File: config.mk
export PLATFORM = sky130hd
export DESIGN_NAME = lfsr_step_ctrl
export DESIGN_NICKNAME = d
export VERILOG_FILES = /design/src/rtl/lfsr_step_ctrl_pkg.sv /design/src/rtl/lfsr_step_ctrl_debounce.sv /design/src/rtl/lfsr_step_ctrl.sv
export SDC_FILE = /design/constraint.sdc
export NUM_CORES = 1
export LEC_CHECK = 0
export BUFFER_PORTS_ARGS = -buffer_cell sky130_fd_sc_hd__buf_2
export CELL_PAD_IN_SITES_DETAIL_PLACEMENT = 0
export CELL_PAD_IN_SITES_GLOBAL_PLACEMENT = 1
export CORE_MARGIN = 2
export CORE_UTILIZATION = 42
export DETAILED_ROUTE_END_ITERATION = 10
export GPL_ROUTABILITY_DRIVEN = 0
export PLACE_DENSITY = 0.88
export SYNTH_ARGS = -nofsm -noshare
export SYNTH_HDL_FRONTEND = slang
export SYNTH_SLANG_ARGS = --single-unit
File: constraint.sdc
create_clock -name clk -period 1.8 [get_ports clk]
set_clock_uncertainty 0.1 [all_clocks]
set_input_delay 0.18 -clock clk [delete_from_list [all_inputs] [get_ports clk]]
set_output_delay 0.18 -clock clk [all_outputs]
set_load 0.1 [all_outputs]
File: src/rtl/lfsr_step_ctrl_pkg.sv
// Shared definitions for the LFSR step controller: register width, feedback
// taps, the substitute for an all-zero seed, the per-cycle action type and
// the two pure helper functions used by the q register.
package lfsr_step_ctrl_pkg;

  localparam int LFSR_W = 8;

  // Feedback taps for x^8+x^4+x^3+x^2+1 expressed on the shift register bits
  // q[4], q[3], q[2] and q[0]; the parity of these bits enters at the top.
  localparam logic [LFSR_W-1:0] TAP_MASK = 8'b0001_1101;

  // An all-zero register never leaves zero, so a zero seed is replaced.
  localparam logic [LFSR_W-1:0] SEED_ZERO_SUB = 8'h01;

  // What the q register does in a given cycle, already priority-resolved.
  typedef enum logic [1:0] {
    ACT_NONE = 2'd0,
    ACT_STEP = 2'd1,
    ACT_LOAD = 2'd2
  } action_e;

  // One Fibonacci shift: parity of the tapped bits becomes the new MSB.
  function automatic logic [LFSR_W-1:0] lfsr_next(input logic [LFSR_W-1:0] cur);
    return {^(cur & TAP_MASK), cur[LFSR_W-1:1]};
  endfunction

  // Map a switch value to a legal seed so the lockup state is unreachable.
  function automatic logic [LFSR_W-1:0] seed_sanitize(input logic [LFSR_W-1:0] sw);
    return (sw == '0) ? SEED_ZERO_SUB : sw;
  endfunction

endpackage

File: src/rtl/lfsr_step_ctrl_debounce.sv
// Key conditioner: two-flop synchronizer, counter-based debounce and a
// single-cycle pulse on each accepted rising level. Releases are debounced
// the same way but produce no pulse.
module key_debounce #(
  parameter int DEBOUNCE_CYCLES = 20
) (
  input  logic clk,
  input  logic rst_n,
  input  logic raw,
  output logic press
);

  localparam int CNT_W = $clog2(DEBOUNCE_CYCLES);
  localparam logic [CNT_W-1:0] CNT_LAST = CNT_W'(DEBOUNCE_CYCLES - 1);

  logic             sync_p1;
  logic             sync_p2;
  logic             stable;
  logic             stable_d;
  logic [CNT_W-1:0] cnt;

  // Bring the raw key into the clock domain.
  always_ff @(posedge clk or negedge rst_n) begin
    if (!rst_n) begin
      sync_p1 <= 1'b0;
      sync_p2 <= 1'b0;
    end else begin
      sync_p1 <= raw;
      sync_p2 <= sync_p1;
    end
  end

  // Accept a new level only after it has differed from the stable one for
  // DEBOUNCE_CYCLES consecutive cycles; any return to stable restarts.
  always_ff @(posedge clk or negedge rst_n) begin
    if (!rst_n) begin
      stable <= 1'b0;
      cnt    <= '0;
    end else if (sync_p2 == stable) begin
      cnt <= '0;
    end else if (cnt == CNT_LAST) begin
      stable <= sync_p2;
      cnt    <= '0;
    end else begin
      cnt <= cnt + CNT_W'(1);
    end
  end

  // Delayed copy of the accepted level for rising-edge detection.
  always_ff @(posedge clk or negedge rst_n) begin
    if (!rst_n) begin
      stable_d <= 1'b0;
    end else begin
      stable_d <= stable;
    end
  end

  assign press = stable & ~stable_d;

endmodule

File: src/rtl/lfsr_step_ctrl.sv
// 8-bit Fibonacci LFSR stepped by a debounced key, an auto-run prescaler
// tick, or reloaded from the seed switches by a second debounced key.
// The two nibbles go straight to the board's hex digit decoders.
module lfsr_step_ctrl
  import lfsr_step_ctrl_pkg::*;
#(
  parameter int                DEBOUNCE_CYCLES = 20,
  parameter int                AUTO_DIV        = 4,
  parameter logic [LFSR_W-1:0] SEED            = 8'h01
) (
  input  logic              clk,
  input  logic              rst_n,
  input  logic              btn_step,
  input  logic              btn_load,
  input  logic [LFSR_W-1:0] sw_seed,
  input  logic              sw_auto,
  output logic [LFSR_W-1:0] q,
  output logic [3:0]        hex_lo,
  output logic [3:0]        hex_hi,
  output logic              step_pulse,
  output logic [7:0]        step_cnt
);

  localparam int PRE_W = $clog2(AUTO_DIV);
  localparam logic [PRE_W-1:0] PRE_LAST = PRE_W'(AUTO_DIV - 1);

  logic             step_press;
  logic             load_press;
  logic             auto_p1;
  logic             auto_p2;
  logic [PRE_W-1:0] pre;
  logic             tick;
  action_e          action;

  key_debounce #(
    .DEBOUNCE_CYCLES(DEBOUNCE_CYCLES)
  ) u_step_key (
    .clk  (clk),
    .rst_n(rst_n),
    .raw  (btn_step),
    .press(step_press)
  );

  key_debounce #(
    .DEBOUNCE_CYCLES(DEBOUNCE_CYCLES)
  ) u_load_key (
    .clk  (clk),
    .rst_n(rst_n),
    .raw  (btn_load),
    .press(load_press)
  );

  // The auto switch is a slow level, so it is synchronized but not debounced.
  always_ff @(posedge clk or negedge rst_n) begin
    if (!rst_n) begin
      auto_p1 <= 1'b0;
      auto_p2 <= 1'b0;
    end else begin
      auto_p1 <= sw_auto;
      auto_p2 <= auto_p1;
    end
  end

  // Free-running divider while auto is on, parked at zero while it is off;
  // manual presses and loads deliberately leave its phase alone.
  always_ff @(posedge clk or negedge rst_n) begin
    if (!rst_n) begin
      pre <= '0;
    end else if (!auto_p2) begin
      pre <= '0;
    end else if (pre == PRE_LAST) begin
      pre <= '0;
    end else begin
      pre <= pre + PRE_W'(1);
    end
  end

  assign tick = auto_p2 && (pre == PRE_LAST);

  // Resolve the cycle's action: a load wins, and a press coinciding with a
  // tick still yields a single step.
  always_comb begin
    action = ACT_NONE;
    if (load_press) begin
      action = ACT_LOAD;
    end else if (step_press || tick) begin
      action = ACT_STEP;
    end
  end

  // LFSR state, step counter and the pulse marking the first cycle of a new value.
  always_ff @(posedge clk or negedge rst_n) begin
    if (!rst_n) begin
      q          <= SEED;
      step_cnt   <= '0;
      step_pulse <= 1'b0;
    end else begin
      step_pulse <= 1'b0;
      unique case (action)
        ACT_LOAD: begin
          q        <= seed_sanitize(sw_seed);
          step_cnt <= '0;
        end
        ACT_STEP: begin
          q          <= lfsr_next(q);
          step_cnt   <= step_cnt + 8'd1;
          step_pulse <= 1'b1;
        end
        default: begin
        end
      endcase
    end
  end

  assign hex_lo = q[3:0];
  assign hex_hi = q[7:4];

endmodule

==> flow_summary.ini <==
[status]
outcome = finished clean

[critical_path]
critPathKind = reg -> out
regToRegEndpoint = q[6]
reg2reg_setup_slack_ns = 0.26
cp-start-kind = flop
crit_path_end = hex_lo[0]
crit_path_end_kind = primary output
required_ns = 1.52
critPathMaxFanout = 4
cp.depth = 1
reg2regPathDepth = 5
critPathArrivalTime_ns = 1.29
worst_path_max_delay_cell = dfstp_2
critical-path-max-stage-delay_ns = 0.57
path_delay_family = flip-flops
critPathBufInv = 1
r2r_start = pre[0]
startpoint = q[0]
crit_chain = buf_2

[power]
total_leakage_power_nw = 0.981
pwr-share-clk_pct = 20.0
power_switching_mw = 1.35
p_per_area_nw_per_um2 = 1330
power_frac_comb_pct = 41.5
p_int_mw = 1.43
seqPwrFrac_pct = 38.5
p_sw_share_pct = 48.6
ir_drop_uv = 606

[clocking]
clk_pin_slew_ns = 0.07
cts.sink_count = 39
cts_tree = done
htree_levels = 2
cts_max_path_buffers = 2
cts_buffers = 5
cts_setup_buffers = 0
clockRootBuffer = clkbuf_8
clkLatencyLatePin_ns = 0.29

[global_route]
grt_usage_pct = 14.6
grt_overflow = 0
grt_pass1_wl_mm = 4.94
grt_pass1_vias = 1142
grt_antenna_before_repair = 0
grt_max_degree = 40

[timing]
fin_tns_setup_ns = 0
period_share_pct = 87.0
hold_viol = 0
max-slew-margin-rel_pct = 66.8
setup_viol = 0
rsz0062_at_grt = no
fmax_mhz = 638
worst_pin_slew_ns = 0.502
maxSlewViolCount = 0
post-route-min-period_ns = 1.57

[die]
fp.dieH_um = 68.4
die_w_um = 68.4
rows = 23
start_util_pct = 43.5
core-area_um2 = 4000
die_area_um2 = 4670
io-pin-count = 38

[drt]
top_layer = met4
vias_per_cell = 4.77
ant_nets = 0
route.detailed.drc = 0
avgRoutedWirePerCell_um = 12.4
dr.pass1.iters = 4
num_vias = 1145
wl_met1_mm = 1.27
drtIter0Drc = 53
wl_met3_um = 96
wl_met2_mm = 1.57
wl_mm = 2.97

[yosys]
synth-seq-cells = 39
yosysSeqAreaShare_pct = 56.2
postSynthCellCount = 149
synth.avg_cell_area_um2 = 11.7
ys.warnings.count = 0
ys_types = 33
syn_nets = 166
netlist_area_um2 = 1740

[place]
io_buffers = 37
hpwl_mm = 2.19
placed_cells = 227

[hold_path]
min_path_cells = 3
worst_hold_path_type = in -> reg

[finish]
num_antenna_cells = 0
nFillCells = 371
drive_gt1_share_pct = 32.1
finalNetCount = 206
area_growth_pct = 19.5
multi_input_comb_area_um2 = 668
final_cells = 240
seq_area_um2 = 985

[flow_run]
maxCapViolations = 0
power by group through the flow:
stage / Combinational, mW / Sequential (mW) / Clock (mW)
after floorplan: 0.500 / 1.59 / 0
after global placement: 1.13 / 1.08 / 0
after detailed placement: 1.15 / 1.09 / 0
after CTS: 1.16 / 1.07 / 0.579
after global routing: 1.20 / 1.09 / 0.616
final: 1.15 / 1.07 / 0.555
per-stage QoR:
stage / setup slack [ns] / hold WS [ns] / cell area, um2 / power (mW) / util (%)
after floorplan: 0.0508 / -0.216 / 1750 / 2.09 / -
after global placement: 0.310 / 0.0578 / 1940 / 2.21 / 48.5
after detailed placement: 0.253 / 0.0625 / 1940 / 2.24 / 48.5
after CTS: 0.213 / 0.000370 / 2070 / 2.81 / 51.8
after global routing: 0.0646 / 0.0105 / 2080 / 2.90 / 52.0
final: 0.233 / 0.0156 / 2080 / 2.77 / 52.0
cell families after synthesis:
| group | share of synthesized area [%] |
|---|---|
| compound gates | 6.19 |
| xor+xnor | 9.06 |
| fa+ha+maj | 2.88 |
| buf+inv | 5.76 |
| flops | 56.2 |
| mux | 6.47 |
| simple gates | 13.5 |
state kept, by name (all words and copies together), names as in the netlist:
name / flops
u_load_key.sync_p1: 1
u_load_key.stable: 1
step_cnt: 8
u_step_key.sync_p2: 1
u_load_key.sync_p2: 1
u_step_key.sync_p1: 1
q: 8
step_pulse: 1
pre: 2
u_load_key.stable_d: 1
auto_p2: 1
u_step_key.stable: 1
u_step_key.cnt: 5
auto_p1: 1
u_load_key.cnt: 5
u_step_key.stable_d: 1
what timing repair did:
item / CTS / global route
endpoints found under the hold margin: 43 / 0
hold buffers: 5 / 0
resized for setup: 0 / 1
endpoints found under the setup margin: 0 / 1
layout make-up:
type / instances / area share [%]
Sequential cell: 39 / 47.4
Multi-Input combinational cell: 95 / 32.1
Timing Repair Buffer: 45 / 13.0
Clock buffer: 7 / 3.67
Tap cell: 50 / 3.01
Inverter: 3 / 0.542
Clock inverter: 1 / 0.241
placed cells by master (no fill, tap or decap), drive strengths merged, types with 2 or more instances in the layout:
cell type,count
a211oi,3
and2,2
buf,40
clkbuf,7
dfrtp,38
dlygate4sd3,5
ha,4
inv,3
mux2,2
mux2i,9
nand2,12
nand2b,2
nand3,6
nor2,18
o21ai,9
xnor2,10
xor2,8
synth_stat cells:
cell type	n	area (um2)
xnor2_1	10	87.6
mux2_2	2	22.5
nor3_1	1	5.00
clkbuf_1	1	3.75
nand3_2	1	10.0
and2_1	1	6.26
o21ai_0	9	45.0
a211oi_1	3	22.5
buf_2	2	10.0
nor4_1	1	6.26
nand2b_4	1	13.8
nor3b_1	1	7.51
buf_4	8	60.1
xor2_1	8	70.1
nand4bb_1	1	11.3
inv_1	3	11.3
and2_2	1	7.51
nor2b_1	1	6.26
dfrtp_1	38	951
and3_1	1	6.26
mux2i_1	9	90.1
a21boi_0	1	7.51
a21oi_1	1	5.00
nand2b_1	1	6.26
buf_8	1	15.0
nand3_1	5	25.0
a2111oi_4	1	27.5
or4_1	1	7.51
nor2_1	17	63.8
nor2_2	1	6.26
nand2_1	12	45.0
dfstp_2	1	26.3
ha_1	4	50.1
per-layer routing:
metal  GRT usage (%)  vias to the layer above
met5               0                        -
li1                -                      568
met4            7.50                        0
met2            24.4                       18
met1            16.9                      556
met3            4.44                        3
worst min-delay path by stage:
stage	from	to	slack, ns
floorplan	rst_n	auto_p1	-0.22
global placement	rst_n	u_load_key.cnt[4]	0.06
detailed placement	rst_n	u_load_key.cnt[2]	0.06
CTS	sw_seed[3]	q[3]	0.0004
global route	sw_seed[4]	q[4]	0.01
finish	sw_seed[4]	q[4]	0.02
(Power assumes the default switching activity.)
